[src/rtl/fetch_pc_ctrl_if.sv]
// Fetch-stage bus bundle: instruction-memory request/response plus the
// packet handed to decode with its stall back-pressure.
interface fetch_pc_ctrl_if #(
  parameter int XLEN = 32
);
  logic            imem_req;
  logic [XLEN-1:0] imem_addr;
  logic            imem_rvalid;
  logic [XLEN-1:0] imem_rdata;
  logic            dec_stall;
  logic            if_valid;
  logic [XLEN-1:0] if_pc;
  logic [XLEN-1:0] if_instr;
  logic            if_pred_taken;

  modport master (
    output imem_req, imem_addr, if_valid, if_pc, if_instr, if_pred_taken,
    input  imem_rvalid, imem_rdata, dec_stall
  );

  modport slave (
    input  imem_req, imem_addr, if_valid, if_pc, if_instr, if_pred_taken,
    output imem_rvalid, imem_rdata, dec_stall
  );
endinterface

[src/rtl/fetch_pc_ctrl.sv]
// Fetch-stage next-PC controller: owns the fetch PC, applies static prediction,
// stalls on jalr operand dependence and follows execute-stage redirects.
module fetch_pc_ctrl #(
  parameter int              XLEN     = 32,
  parameter logic [XLEN-1:0] RESET_PC = '0
) (
  input  logic            clk,
  input  logic            rstn,
  fetch_pc_ctrl_if.master bus,
  output logic [XLEN-1:0] fet_instr,
  input  logic            isjal,
  input  logic            isjalr,
  input  logic            isbxx,
  input  logic            ismret,
  input  logic            predict_bxxtaken,
  input  logic [XLEN-1:0] jaloffset,
  input  logic [XLEN-1:0] jalroffset,
  input  logic [XLEN-1:0] bxxoffset,
  input  logic [XLEN-1:0] jalr_xn,
  input  logic            jalr_dep,
  input  logic [XLEN-1:0] mepc,
  input  logic            exe_redirect,
  input  logic [XLEN-1:0] exe_redirect_pc
);

  typedef enum logic [1:0] {BOOT, RUN, JALR_WAIT} state_e;

  state_e          state_q, state_d;
  logic [XLEN-1:0] cur_pc_q, cur_pc_d;
  logic [XLEN-1:0] buf_q, buf_d;
  logic            buf_valid_q, buf_valid_d;
  logic            inflight_q, inflight_d;
  logic            if_valid_q, if_valid_d;
  logic [XLEN-1:0] if_pc_q, if_pc_d;
  logic [XLEN-1:0] if_instr_q, if_instr_d;
  logic            if_pred_taken_q, if_pred_taken_d;

  logic            req;
  logic [XLEN-1:0] addr;
  logic            have_instr;
  logic            jalr_blocked;
  logic            taken;
  logic [XLEN-1:0] next_pc;

  function automatic logic [XLEN-1:0] align(input logic [XLEN-1:0] a);
    return a & ~(XLEN'(3));
  endfunction

  assign fet_instr  = buf_valid_q ? buf_q : bus.imem_rdata;
  assign have_instr = (inflight_q & bus.imem_rvalid) | buf_valid_q;
  assign jalr_blocked = isjalr & jalr_dep & ~ismret & ~isjal;

  // Static target selection for the current instruction.
  always_comb begin
    taken   = 1'b1;
    next_pc = cur_pc_q + XLEN'(4);
    if (ismret)                      next_pc = mepc;
    else if (isjal)                  next_pc = cur_pc_q + jaloffset;
    else if (isjalr)                 next_pc = (jalr_xn + jalroffset) & ~(XLEN'(1));
    else if (isbxx && predict_bxxtaken) next_pc = cur_pc_q + bxxoffset;
    else                             taken   = 1'b0;
    next_pc = align(next_pc);
  end

  always_comb begin
    state_d         = state_q;
    cur_pc_d        = cur_pc_q;
    buf_d           = buf_q;
    buf_valid_d     = buf_valid_q;
    inflight_d      = inflight_q;
    if_valid_d      = if_valid_q;
    if_pc_d         = if_pc_q;
    if_instr_d      = if_instr_q;
    if_pred_taken_d = if_pred_taken_q;
    req             = 1'b0;
    addr            = cur_pc_q;

    if (state_q == BOOT) begin
      req        = 1'b1;
      addr       = RESET_PC;
      cur_pc_d   = RESET_PC;
      inflight_d = 1'b1;
      state_d    = RUN;
    end else if (exe_redirect) begin
      // Redirect wins over stalls and jalr waits; the in-hand instruction is dropped.
      req         = 1'b1;
      addr        = align(exe_redirect_pc);
      cur_pc_d    = addr;
      inflight_d  = 1'b1;
      buf_valid_d = 1'b0;
      if_valid_d  = 1'b0;
      state_d     = RUN;
    end else if (have_instr && (bus.dec_stall || jalr_blocked)) begin
      buf_d       = fet_instr;
      buf_valid_d = 1'b1;
      inflight_d  = 1'b0;
      state_d     = jalr_blocked ? JALR_WAIT : RUN;
      if (!bus.dec_stall) if_valid_d = 1'b0;
    end else if (have_instr) begin
      req             = 1'b1;
      addr            = next_pc;
      cur_pc_d        = next_pc;
      inflight_d      = 1'b1;
      buf_valid_d     = 1'b0;
      state_d         = RUN;
      if_valid_d      = 1'b1;
      if_pc_d         = cur_pc_q;
      if_instr_d      = fet_instr;
      if_pred_taken_d = taken;
    end else if (!bus.dec_stall) begin
      if_valid_d = 1'b0;
    end
  end

  always_ff @(posedge clk or negedge rstn) begin
    if (!rstn) begin
      state_q         <= BOOT;
      cur_pc_q        <= RESET_PC;
      buf_valid_q     <= 1'b0;
      inflight_q      <= 1'b0;
      if_valid_q      <= 1'b0;
      if_pc_q         <= '0;
      if_instr_q      <= '0;
      if_pred_taken_q <= 1'b0;
    end else begin
      state_q         <= state_d;
      cur_pc_q        <= cur_pc_d;
      buf_valid_q     <= buf_valid_d;
      inflight_q      <= inflight_d;
      if_valid_q      <= if_valid_d;
      if_pc_q         <= if_pc_d;
      if_instr_q      <= if_instr_d;
      if_pred_taken_q <= if_pred_taken_d;
    end
  end

  always_ff @(posedge clk) begin
    buf_q <= buf_d;
  end

  // BOOT is the reset state, so the request must also be masked while reset is held.
  assign bus.imem_req      = req & rstn;
  assign bus.imem_addr     = addr;
  assign bus.if_valid      = if_valid_q;
  assign bus.if_pc         = if_pc_q;
  assign bus.if_instr      = if_instr_q;
  assign bus.if_pred_taken = if_pred_taken_q;

endmodule

[src/flat_wrapper.sv]
// flat-port wrapper written by rule: the top's interface ports become plain ports
module fetch_pc_ctrl_flat 
#(
  parameter int              XLEN     = 32,
  parameter logic [XLEN-1:0] RESET_PC = '0
)
  (clk, rstn, fet_instr, isjal, isjalr, isbxx, ismret, predict_bxxtaken, jaloffset, jalroffset, bxxoffset, jalr_xn, jalr_dep, mepc, exe_redirect, exe_redirect_pc, bus_imem_req, bus_imem_addr, bus_if_valid, bus_if_pc, bus_if_instr, bus_if_pred_taken, bus_imem_rvalid, bus_imem_rdata, bus_dec_stall);
  fetch_pc_ctrl_if #(.XLEN(XLEN)) bus_i ();
  input  logic clk;
  input  logic rstn;
  output logic [XLEN-1:0] fet_instr;
  input  logic isjal;
  input  logic isjalr;
  input  logic isbxx;
  input  logic ismret;
  input  logic predict_bxxtaken;
  input  logic [XLEN-1:0] jaloffset;
  input  logic [XLEN-1:0] jalroffset;
  input  logic [XLEN-1:0] bxxoffset;
  input  logic [XLEN-1:0] jalr_xn;
  input  logic jalr_dep;
  input  logic [XLEN-1:0] mepc;
  input  logic exe_redirect;
  input  logic [XLEN-1:0] exe_redirect_pc;
  output wire logic [$bits(bus_i.imem_req)-1:0] bus_imem_req;
  output wire logic [$bits(bus_i.imem_addr)-1:0] bus_imem_addr;
  output wire logic [$bits(bus_i.if_valid)-1:0] bus_if_valid;
  output wire logic [$bits(bus_i.if_pc)-1:0] bus_if_pc;
  output wire logic [$bits(bus_i.if_instr)-1:0] bus_if_instr;
  output wire logic [$bits(bus_i.if_pred_taken)-1:0] bus_if_pred_taken;
  input wire logic [$bits(bus_i.imem_rvalid)-1:0] bus_imem_rvalid;
  input wire logic [$bits(bus_i.imem_rdata)-1:0] bus_imem_rdata;
  input wire logic [$bits(bus_i.dec_stall)-1:0] bus_dec_stall;
  assign bus_imem_req = bus_i.imem_req;
  assign bus_imem_addr = bus_i.imem_addr;
  assign bus_if_valid = bus_i.if_valid;
  assign bus_if_pc = bus_i.if_pc;
  assign bus_if_instr = bus_i.if_instr;
  assign bus_if_pred_taken = bus_i.if_pred_taken;
  assign bus_i.imem_rvalid = bus_imem_rvalid;
  assign bus_i.imem_rdata = bus_imem_rdata;
  assign bus_i.dec_stall = bus_dec_stall;
  fetch_pc_ctrl #(.XLEN(XLEN), .RESET_PC(RESET_PC)) u_core (.clk(clk), .rstn(rstn), .bus(bus_i), .fet_instr(fet_instr), .isjal(isjal), .isjalr(isjalr), .isbxx(isbxx), .ismret(ismret), .predict_bxxtaken(predict_bxxtaken), .jaloffset(jaloffset), .jalroffset(jalroffset), .bxxoffset(bxxoffset), .jalr_xn(jalr_xn), .jalr_dep(jalr_dep), .mepc(mepc), .exe_redirect(exe_redirect), .exe_redirect_pc(exe_redirect_pc));
endmodule
[config.mk]
export PLATFORM = sky130hd
export DESIGN_NAME = fetch_pc_ctrl_flat
export DESIGN_NICKNAME = d
export VERILOG_FILES = /design/src/rtl/fetch_pc_ctrl_if.sv /design/src/rtl/fetch_pc_ctrl.sv /design/src/flat_wrapper.sv
export SDC_FILE = /design/constraint.sdc
export NUM_CORES = 1
export LEC_CHECK = 0
export CORE_MARGIN = 5
export CORE_UTILIZATION = 44
export DETAILED_ROUTE_END_ITERATION = 10
export PLACE_DENSITY = 0.79
export SETUP_SLACK_MARGIN = 0.1
export SLEW_MARGIN = 25
export SYNTH_ARGS = -nofsm -noshare
export SYNTH_HDL_FRONTEND = slang
export SYNTH_SLANG_ARGS = --single-unit
export TNS_END_PERCENT = 5
[constraint.sdc]
create_clock -name clk -period 3.6 [get_ports clk]
set_input_delay 0.36 -clock clk [delete_from_list [all_inputs] [get_ports clk]]
set_output_delay 0.36 -clock clk [all_outputs]
set_load 0.005 [all_outputs]
* After elaboration in Yosys (flattened, before gate mapping) *
Index checks and enable logic that the tools add are counted.

operators by class
  $add $sub $neg = 4
  reduce and logical (&&, ||, !) cells = 9
  shift operators = 0
  eq/ne operators = 0
  multiplexer cells = 33
  div/mod/pow operators = 0
  bitwise logic cells = 11
  magnitude comparators = 0
  multipliers = 0

operators with widths
  kind                                           number
  two-way mux 32 bit                             9
  adder 32 bit                                   3
  adder 32 x 3 -> 32 bit, second input constant  1
  two-way mux 1 bit                              19
  two-way mux 2 bit                              5
  AND 1 bit                                      5
  NOT 1 bit                                      5
  AND reduction 4 bit                            1
  nonzero test 4 bit                             1
  AND reduction 3 bit                            1
  nonzero test 3 bit                             1
  logical AND 1 bit                              2
  zero test 2 bit                                1
  AND reduction 2 bit                            1
  logical OR 1 bit                               1
  bitwise OR 1 bit                               1

word-level totals
  memories kept = 0
  memory bits (writable) = 0
  register bits = 134
  bits in latches = 0
  ROM bits = 0
  input bits = 235
  logic and storage cells = 66
  output and inout bits = 131

* Longest topological paths before layout *
Gate-level depths: netlist (run 1).

  depth in word-level cells = 9
  gate-level depth with buffers = 11
  mapped depth without buffers = 10

* Worst setup path after synthesis (run 1) *
Ideal clock, no wire load.

  path type = input-to-reg
  start = input port isjal
  end = register u_core.buf_q[0] (enable)
  setup time = 463 ps
  buffers on the path = 1
  cell stages on the path = 5
  path slack = -95 ps
  data required time = 3137 ps
  arrival time = 3231 ps
  cell sequence = clkbuf_1 nor2b_1 and3_1 nor2_1 nor3_1

between the ends
  longest elaborated chain between the ends = 5

RTL lines
  item                           line                  RTL
  from (decl)                    flat_wrapper.sv:12    input logic isjal;
  NOT 1 bit                      fetch_pc_ctrl.sv:51   assign jalr_blocked = isjalr & jalr_dep & ~ismret & ~isjal;
  AND 1 bit                      fetch_pc_ctrl.sv:51
  logical OR 1 bit               fetch_pc_ctrl.sv:93   end else if (have_instr && (bus.dec_stall || jalr_blocked)) begin
  logical AND 1 bit              fetch_pc_ctrl.sv:93
  AND reduction 3 bit (no line)  --
  to (signal assigned)           fetch_pc_ctrl.sv:138  buf_q <= buf_d;
  to (decl)                      fetch_pc_ctrl.sv:30   logic [XLEN-1:0] buf_q, buf_d;

Every way passes these cells.
A chain may end at the register's enable or synchronous reset.

* Worst setup path after layout (run 1) *
  start = register u_core.cur_pc_q[1]
  end = output port bus_imem_addr[31]

between the ends
  longest elaborated chain between the ends = 9
  elaborated cells on any way between the ends = 11
  classes of those cells = add/sub (3); mux (8)

RTL lines
  item                                                           line                                      RTL
  from (decl)                                                    fetch_pc_ctrl.sv:29                       logic [XLEN-1:0] cur_pc_q, cur_pc_d;
  from (signal assigned)                                         fetch_pc_ctrl.sv:127                      cur_pc_q <= cur_pc_d;
  adder 32 x 3 -> 32 bit / adder 32 bit (equally long branches)  fetch_pc_ctrl.sv:56, fetch_pc_ctrl.sv:60
  two-way mux 32 bit                                             fetch_pc_ctrl.sv:60                       else if (isbxx && predict_bxxtaken) next_pc = cur_pc_q + bxxoffset;
  two-way mux 32 bit                                             fetch_pc_ctrl.sv:59                       else if (isjalr) next_pc = (jalr_xn + jalroffset) & ~(XLEN'(1));
  two-way mux 32 bit *                                           fetch_pc_ctrl.sv:58                       else if (isjal) next_pc = cur_pc_q + jaloffset;
  two-way mux 32 bit *                                           fetch_pc_ctrl.sv:57                       if (ismret) next_pc = mepc;
  two-way mux 32 bit *                                           fetch_pc_ctrl.sv:99                       end else if (have_instr) begin
  two-way mux 32 bit *                                           fetch_pc_ctrl.sv:93
  two-way mux 32 bit *                                           fetch_pc_ctrl.sv:84                       end else if (exe_redirect) begin
  two-way mux 32 bit *                                           fetch_pc_ctrl.sv:78                       if (state_q == BOOT) begin
  to (decl)                                                      flat_wrapper.sv:26                        output wire logic [$bits(bus_i.imem_addr)-1:0] bus_imem_addr;

Every way passes the cells marked *; elsewhere a longest branch is shown, timed or not.

==> results of run 1 <==
==> stage by stage <==
stage | power [mW] | cells | setup TNS, ps | hold WS, ps | util (%)
after CTS | 7.65 | 2434 | -4800 | 424 | 72.9
final | 7.85 | 2447 | -4810 | 436 | 74.2
after global routing | 8.23 | 2446 | -7530 | 475 | 74.2
after floorplan | 3.63 | 1444 | 0 | 64.4 | -
after detailed placement | 5.61 | 2377 | -11500 | 337 | 68.2
after global placement | 5.54 | 2377 | -10240 | 333 | 68.2
==> timing repair <==
item / 4_1_cts / 5_1_grt
pin swaps: 59 / 42
cloned: 0 / 0
buffers inserted: 25 / 6
setup endpoints to repair: 29 / 30
resized for setup: 145 / 76
hold buffers: 1 / 0
endpoints found under the hold margin: 31 / 0
==> registers in the layout, summed over array words and instances, names as in the netlist <==
register and cells:
u_core.state_q 2, u_core.bus.if_pred_taken 1, u_core.cur_pc_q 32, u_core.buf_valid_q 1, u_core.bus.if_instr 32, u_core.inflight_q 1, u_core.bus.if_valid 1, u_core.bus.if_pc 32
u_core.buf_q 32
==> routing by layer <==
metal	track usage (%)	vias up	routed length, um
met3	7.72	204	5360
met4	14.8	2	2770
li1	-	6621	-
met5	0	-	13
met1	43.2	6734	21500
met2	54.0	920	23900
==> report_power, final <==
part | switching, mW | internal, mW
sequential | 0.222 | 1.82
combinational | 1.93 | 2.05
clock | 0.733 | 1.10
total | 2.88 | 4.97
==> synth_stat cells (all sizes together), types with 10 or more instances <==
| cell | count | area (sq um) |
|---|---|---|
| a211oi | 33 | 263 |
| a21o | 32 | 240 |
| a21oi | 127 | 643 |
| a221oi | 15 | 149 |
| a31oi | 15 | 115 |
| and2 | 11 | 68.8 |
| and3 | 20 | 130 |
| clkbuf | 66 | 248 |
| dfrtp | 102 | 2550 |
| edfxtp | 32 | 961 |
| ha | 91 | 1140 |
| inv | 35 | 131 |
| mux2 | 32 | 360 |
| nand2 | 283 | 1060 |
| nand2b | 10 | 62.6 |
| nand3 | 47 | 235 |
| nand4 | 24 | 150 |
| nor2 | 82 | 308 |
| nor3 | 20 | 100 |
| o211ai | 17 | 128 |
| o21a | 13 | 98.9 |
| o21ai | 80 | 400 |
| o21bai | 17 | 131 |
| o221ai | 10 | 87.6 |
| o31ai | 13 | 103 |
| or3 | 13 | 81.3 |
| xnor2 | 50 | 438 |
| xor2 | 45 | 394 |
==> kinds of logic after synthesis <==
group	after synthesis
xor+xnor	95
buf+inv	107
mux	38
fa+ha+maj	91
flops	134
compound gates	437
simple gates	542
==> cell type report <==
| cell class | instances | area, sq um |
|---|---|---|
| antenna | 6 | 15.0 |
| fill | 1939 | 6740 |
| multi-input combinational | 1203 | 8510 |
| clock inverter | 14 | 184 |
| timing repair buffer | 702 | 6190 |
| tap | 335 | 419 |
| sequential | 134 | 3520 |
| clock buffer | 17 | 425 |
| inverter | 36 | 135 |
==> final timing paths <==
kind,to
max,bus_imem_addr[31]
min,u_core.bus.if_instr[11]
max reg2reg,u_core.cur_pc_q[25]
min reg2reg,u_core.bus.if_pc[30]
max in group asynchronous,u_core.bus.if_instr[0]
min in group clk,u_core.bus.if_pc[30]
==> critical path: cells and delay by family (launching register included) <==
kind	cells	cell delay, ps
compound gates	7	1120
xor+xnor	1	200
fa+ha+maj	1	250
buf+inv	6	900
flops	1	410
mux	1	280
==> placed cells by master (no fill, tap or decap), types with 41 or more instances in the layout <==
cell,instances
dfrtp_1,95
a21oi_1,105
xnor2_1,46
nor2_1,79
buf_4,330
ha_1,78
nand2_1,280
o21ai_0,62
nand3_1,47
xor2_1,41
clkdlybuf4s50_1,333
==> run_results.csv, run 1 <==
group,metric,value,unit
die,ios,366,
worst_setup_path,r2r_slack,440,ps
clock_network,clockRootBuffer,"clkbuf_16",
outcome,violations,"negative setup slack",
worst_setup_path,cp_max_fo,3,
logic_synthesis,ys_seq_area_share,29.9,%
sta,finalSetupViolCount,24,
global_route,antenna_found_initial,6,
worst_setup_path,ff2ff_path_depth,17,
power,peakVddDrop,0.000253,V
logic_synthesis,synth_edf_count,32,
outcome,outcome,"complete, but fails checks",
placed_design,hpwl,41.3,mm
final_layout,nets,2420,
logic_synthesis,avgSynthCellArea,8.12,sq um
logic_synthesis,synth-seq-cells,134,
worst_setup_path,critPathArrivalTime,3590,ps
worst_setup_path,cp_common_cell,"buf_6",
placed_design,place_ws,-656,ps
die,initial_core_util,44.9,%
worst_setup_path,crit_path_start,"u_core.cur_pc_q[1]",
worst_setup_path,slowest_stage,"dfrtp_1",
logic_synthesis,ys_warn_count,0,
logic_synthesis,synthAdderAreaFrac,9.71,%
detailed_routing,finalWirelength,53.5,mm
logic_synthesis,syn_nets,1770,
power,power.density,405,nW/um^2
clock_network,cts_tree,"yes",
detailed_routing,first_pass_iters,10,
sta,report.final.slew_viol_count,0,
worst_setup_path,slowest_delay,410,ps
worst_setup_path,cp-start-kind,"register",
logic_synthesis,synthesis.area,11700,sq um
worst_setup_path,path_cells,"buf_6, ha_4, a31oi_1, buf_4, a221oi_4, buf_6, a31oi_4, o2111ai_4, buf_6, a211oi_4, buf_6, o221ai_2, xor2_1, mux2i_1, o221ai_1, buf_2",
detailed_routing,drc,0,
logic_synthesis,async_flop_share,76.1,%
logic_synthesis,synth_compound_area_share,25.5,%
detailed_routing,wl_per_cell,21.9,um
logic_synthesis,synth_top_family_by_area,"compound AO/OA/AOI/OAI gates",
power,leakage,8.57,nW
placed_design,place.port_buffers,361,
clock_network,htreeDepth,4,
global_route,grt-ovfl-total,0,
logic_synthesis,synth_xor_area_share,7.09,%
sta,period_needed,3950,ps
global_route,grt_start_max_net_pins,72,
die,fp.dieW,173,um
logic_synthesis,yosys.cell_types.count,79,
sta,worstMarginPinSlew,711,ps
global_route,grt_pass1_wl,80.4,mm
logic_synthesis,synth-simple-area-share,20.7,%
detailed_routing,drtAntennaViolNets,0,
logic_synthesis,synth_mux_area_share,3.58,%
placed_design,place.gp.congestion,0.998,
detailed_routing,vias,14500,
min_path,hp-class,"in -> async",
worst_setup_path,endpoint_kind,"output pin",
job,drv_cap,0,
clock_network,worstSkewPairLatency,430,ps
final_layout,final_area,19400,sq um
global_route,grt.total_usage,33.5,%
global_route,grt_pass1_vias,14300,
die,die-area,30000,sq um
final_layout,drive_above_1_share,26.7,%
clock_network,clk_pin_slew,60,ps
worst_setup_path,timing.rr.start,"u_core.cur_pc_q[1]",
final_layout,area_delta_synth_final,65.3,%
sta,setup_slack,-353,ps
clock_network,cts.sinks,134,
logic_synthesis,synth_flop_cell,"dfrtp_1",
logic_synthesis,syn_inst,1444,
sta,grt_setup_unrepaired,"true",
detailed_routing,drtIter0Drc,1469,
sta,max-slew-margin-rel,52.6,%
worst_setup_path,worst_ep_required_time,3240,ps
detailed_routing,via_per_inst,5.92,
sta,period_share,110,%
clock_network,cts_buffer_depth,2,
sta,fmax,253,MHz
clock_network,cts_buffers,17,
worst_setup_path,worstSetupPathType,"reg -> out",
sta,final-hold-violation-count,0,
die,die_y,173,um
placed_design,placed_cell_area,17800,sq um
die,fp.coreArea,26100,sq um
sta,finClkSkew,10.9,ps
die,rows,59,
Power figures use the tool's default switching activity.
==> run 2: changes to the inputs <==
- CORE_UTILIZATION: 44 -> 52
- PLACE_DENSITY: 0.79 -> 0.88
- clock period: 3.6 -> 4.8 ns (I/O delays scaled with it)
==> run_results.csv, run 2 (synthesis gave the netlist of run 1 again) <==
group,metric,value,unit
outcome,outcome,"finished clean",
worst_setup_path,slowest_delay,500,ps
die,rows,55,
sta,finClkSkew,15.4,ps
detailed_routing,wl_per_cell,22.9,um
sta,worst_hold_slack,13.5,ps
global_route,grt_start_max_net_pins,69,
placed_design,placed_cell_area,15700,sq um
placed_design,hpwl,37.6,mm
final_layout,drive_above_1_share,8.37,%
global_route,grt-ovfl-total,0,
global_route,grt.total_usage,35.9,%
sta,fin_setup_tns,0,ps
die,fp.coreArea,22400,sq um
final_layout,nets,2118,
power,leakage,6.87,nW
sta,worstMarginPinSlew,897,ps
sta,max-slew-margin-rel,40.2,%
die,fp.dieW,160,um
power,power.density,315,nW/um^2
placed_design,place.port_buffers,361,
detailed_routing,drtAntennaViolNets,0,
worst_setup_path,cp-start-kind,"register",
global_route,grt_pass1_wl,72.8,mm
sta,report.final.slew_viol_count,0,
worst_setup_path,slowest_stage,"clkdlybuf4s50_1",
detailed_routing,vias,13200,
detailed_routing,via_per_inst,6.30,
clock_network,cts.sinks,134,
global_route,antenna_found_initial,5,
worst_setup_path,worst_ep_required_time,4320,ps
die,initial_core_util,52.3,%
clock_network,cts_tree,"yes",
clock_network,htreeDepth,4,
final_layout,final_common_cell,"clkdlybuf4s50_1",
power,p_total,5.17,mW
global_route,grt_pass1_vias,12700,
power,peakVddDrop,0.000270,V
clock_network,cts_buffer_depth,2,
worst_setup_path,cp_top_family,"compound AO/OA/AOI/OAI gates",
job,drv_cap,0,
detailed_routing,finalWirelength,48.0,mm
placed_design,place.gp.congestion,1.01,
die,die-area,25700,sq um
die,die_y,160,um
sta,period_needed,4640,ps
clock_network,clk_pin_slew,70,ps
detailed_routing,drtIter0Drc,1409,
clock_network,worstSkewPairLatency,430,ps
min_path,hp-class,"in -> async",
detailed_routing,drc,0,
clock_network,postCtsSetupRepairBufs,0,
clock_network,cts_buffers,17,
die,ios,366,
worst_setup_path,worstSetupPathType,"reg -> out",
detailed_routing,first_pass_iters,5,
final_layout,final_core_util,73.1,%
worst_setup_path,path_cells,"ha_1, and3_4, a221o_1, a31o_1, a31o_4, a211o_1, xnor2_1, nor2_1, a311oi_1, nor4_2, buf_4, clkdlybuf4s50_1",
final_layout,area_delta_synth_final,39.8,%
final_layout,final_cell_mix,"360 x clkdlybuf4s50_1, 282 x nand2_1, 125 x a21oi_1",
sta,period_share,96.6,%
sta,fmax,216,MHz
sta,finalSetupViolCount,0,
sta,final-hold-violation-count,0,
final_layout,nFillCells,1697,
worst_setup_path,critPathArrivalTime,4160,ps
worst_setup_path,cp_max_fo,4,
worst_setup_path,endpoint_kind,"output pin",
worst_setup_path,crit_buf_inv,2,
clock_network,clockRootBuffer,"clkbuf_16",
final_layout,final_area,16400,sq um
sta,grt_setup_unrepaired,"true",
==> run 2: area by class of cell <==
type                            instances  area (sq um)  area share, %
Sequential cell                       134          3520           21.5
Timing Repair Buffer                  400          3900           23.8
Inverter                               36           135          0.824
Tap cell                              285           357           2.17
Clock buffer                           17           425           2.59
Clock inverter                         15           160          0.977
Multi-Input combinational cell       1203          7890           48.1
Antenna cell                            4          10.0         0.0610
==> run 2: timing repair <==
| item | 4_1_cts | 5_1_grt |
|---|---|---|
| setup endpoints to repair | 0 | 10 |
| resized for setup | 0 | 15 |
| hold buffers | 0 | 0 |
| hold endpoints to repair | 0 | 0 |
==> run 2: report_power, final <==
| part | leakage, nW | switching [mW] | internal (mW) |
|---|---|---|---|
| clock network | 0.275 | 0.582 | 0.736 |
| registers | 1.55 | 0.195 | 1.36 |
| logic | 5.04 | 1.18 | 1.12 |
| total | 6.87 | 1.96 | 3.21 |
==> run 2: worst paths after layout <==
kind | start | cells after the start | endpoint | slack, ps
max reg2reg | u_core.cur_pc_q[7] | 10 | u_core.cur_pc_q[31] | 1500
min in group clk | u_core.bus.if_pc[5] | 2 | u_core.bus.if_pc[5] | 480
max | u_core.cur_pc_q[7] | 12 | bus_imem_addr[17] | 160
max in group asynchronous | rstn | 2 | u_core.bus.if_instr[0] | 3500
min | rstn | 1 | u_core.bus.if_instr[15] | 10
min reg2reg | u_core.bus.if_pc[5] | 2 | u_core.bus.if_pc[5] | 480
==> run 2: routing by layer <==
| metal | global-route usage [%] | vias up | share of wire (%) |
|---|---|---|---|
| li1 | - | 6016 | - |
| met2 | 57.6 | 905 | 45 |
| met5 | 0 | - | 0 |
| met1 | 47.2 | 6153 | 39 |
| met3 | 7.97 | 126 | 11 |
| met4 | 14.3 | 0 | 4.4 |
==> run 2: stage by stage <==
step	setup slack [ps]	std cells
6_report	164	2094
5_1_grt	63.8	2094
4_1_cts	122	2090
3_5_place_dp	159	2058
3_3_place_gp	271	2058
2_1_floorplan	985	1444
==> run 3: changes to the inputs <==
- CORE_UTILIZATION: 52 -> 44
- PLACE_DENSITY: 0.88 -> 0.79
- clock period: 4.8 -> 4.2 ns (I/O delays scaled with it)
==> run_results.csv, run 3 (synthesis gave the netlist of run 1 again) <==
group,metric,value,unit
final_layout,area_delta_synth_final,49.4,%
die,die-area,30000,sq um
worst_setup_path,worstSetupPathType,"reg -> out",
global_route,antenna_found_initial,6,
outcome,outcome,"complete, but fails checks",
die,ios,366,
worst_setup_path,worst_ep_required_time,3780,ps
placed_design,place_ws,-149,ps
placed_design,dp_cells,2225,
die,fp.coreArea,26100,sq um
power,power.density,350,nW/um^2
final_layout,nets,2238,
detailed_routing,finalWirelength,50.3,mm
sta,fin_setup_tns,-456,ps
die,rows,59,
detailed_routing,vias,13500,
die,fp.dieW,173,um
clock_network,cts.sinks,134,
sta,final-hold-violation-count,0,
final_layout,multi_input_area,8070,sq um
final_layout,nFillCells,2201,
final_layout,final_cell_mix,"350 x clkdlybuf4s50_1, 281 x nand2_1, 159 x buf_4",
detailed_routing,drtAntennaViolNets,0,
sta,grt_setup_unrepaired,"true",
clock_network,htreeDepth,4,
power,p_total,6.13,mW
clock_network,cts_buffer_depth,2,
placed_design,hpwl,39.9,mm
job,drv_cap,0,
clock_network,cts_tree,"yes",
global_route,grt_pass1_wl,75.3,mm
min_path,hp-class,"reg -> reg",
sta,max-slew-margin-rel,51.4,%
clock_network,clk_pin_slew,70,ps
global_route,grt_pass1_vias,13200,
detailed_routing,via_per_inst,5.98,
detailed_routing,wl_per_cell,22.2,um
sta,finClkSkew,15.2,ps
clock_network,worstSkewPairLatency,430,ps
sta,period_needed,4310,ps
placed_design,place.gp.congestion,0.981,
worst_setup_path,cp-start-kind,"register",
placed_design,placed_cell_area,16700,sq um
detailed_routing,drc,0,
worst_setup_path,timing.rr.start,"u_core.cur_pc_q[6]",
die,die_y,173,um
die,initial_core_util,44.9,%
min_path,worstHoldStart,"u_core.bus.if_pc[31]",
detailed_routing,drtIter0Drc,1687,
sta,setup_slack,-111,ps
final_layout,drive_above_1_share,15.5,%
min_path,hold_end,"u_core.bus.if_pc[31]",
placed_design,place.port_buffers,361,
final_layout,layout.cells.non_filler,2266,
global_route,grt_start_max_net_pins,74,
final_layout,final_area,17500,sq um
clock_network,clockRootBuffer,"clkbuf_16",
sta,report.final.slew_viol_count,0,
worst_setup_path,timing.rr.end,"u_core.cur_pc_q[31]",
clock_network,cts_buffers,17,
outcome,violations,"negative setup slack",
sta,period_share,103,%
worst_setup_path,ff2ff_path_depth,10,
sta,finalSetupViolCount,6,
worst_setup_path,r2r_slack,1080,ps
detailed_routing,first_pass_iters,5,
worst_setup_path,critPathArrivalTime,3890,ps
worst_setup_path,cp_max_fo,4,
global_route,grt.total_usage,31.5,%
final_layout,final-seq-area,3520,sq um
power,peakVddDrop,0.000192,V
sta,fmax,232,MHz
sta,worstMarginPinSlew,729,ps
final_layout,final_common_cell,"clkdlybuf4s50_1",
worst_setup_path,endpoint_kind,"output pin",
global_route,grt-ovfl-total,0,
min_path,whs_path_depth,2,
power,leakage,7.49,nW
-- run 3: changes by cell type in the layout (fill, tap and decap cells not counted), moves of 5 or more --
cell             previous run  this run
clkdlybuf4s50_1           360       350
buf_4                      40       159
ha_4                        0         5
a21oi_1                   125       116
dlygate4sd2_1               0         6
a21oi_2                     2        11
-- run 3: cell type report --
class | count | area share, %
Multi-Input combinational cell | 1203 | 46.0
Timing Repair Buffer | 520 | 27.4
Sequential cell | 134 | 20.1
Clock buffer | 17 | 2.43
Tap cell | 335 | 2.39
Clock inverter | 15 | 0.778
Inverter | 36 | 0.771
Antenna cell | 6 | 0.0857
-- run 3: per-stage QoR --
stage | utilization [%] | hold WS (ps)
2_1_floorplan | - | 124
3_3_place_gp | 63.8 | 373
3_5_place_dp | 63.8 | 383
4_1_cts | 66.4 | 472
5_1_grt | 67.1 | 495
6_report | 67.1 | 473
-- run 3: timing repair --
item | in CTS | in global routing
gates resized for setup | 36 | 29
pin swaps | 11 | 10
endpoints found under the setup margin | 23 | 23
hold buffers | 1 | 0
setup buffers | 0 | 2
hold endpoints to repair | 29 | 0
-- run 3: how the worst max path moves through the flow --
stage / startpoint / end
final: u_core.cur_pc_q[6] / bus_imem_addr[21]
after floorplan: isjal / u_core.buf_q[0]
after global routing: u_core.cur_pc_q[13] / bus_imem_addr[29]
after global placement: jaloffset[7] / bus_imem_addr[17]
after detailed placement: jaloffset[7] / bus_imem_addr[17]
after CTS: u_core.cur_pc_q[7] / bus_imem_addr[21]
-- run 3: per-layer routing --
metal | track usage, % | part of all wire [%] | up-vias
li1 | - | - | 6260
met1 | 42.1 | 41 | 6349
met5 | 0 | 0.026 | -
met2 | 51.1 | 45 | 819
met3 | 6.09 | 10 | 114
met4 | 11.2 | 3.9 | 2
-- run 3: report_power, final --
| part | switching (mW) | internal, mW |
|---|---|---|
| Sequential | 0.206 | 1.56 |
| Clock | 0.668 | 0.780 |
| Combinational | 1.45 | 1.47 |
| Total | 2.33 | 3.80 |
-- run 3: critical path, cell delays in order, from the launching register on --
cell	delay (ps)
dfrtp_2	490
ha_1	320
and3_4	190
a221o_1	390
a31o_1	250
a31o_4	270
a31oi_4	200
o21bai_1	110
xor2_1	180
nor2_1	70
o41ai_1	310
buf_4	190
clkdlybuf4s50_1	500
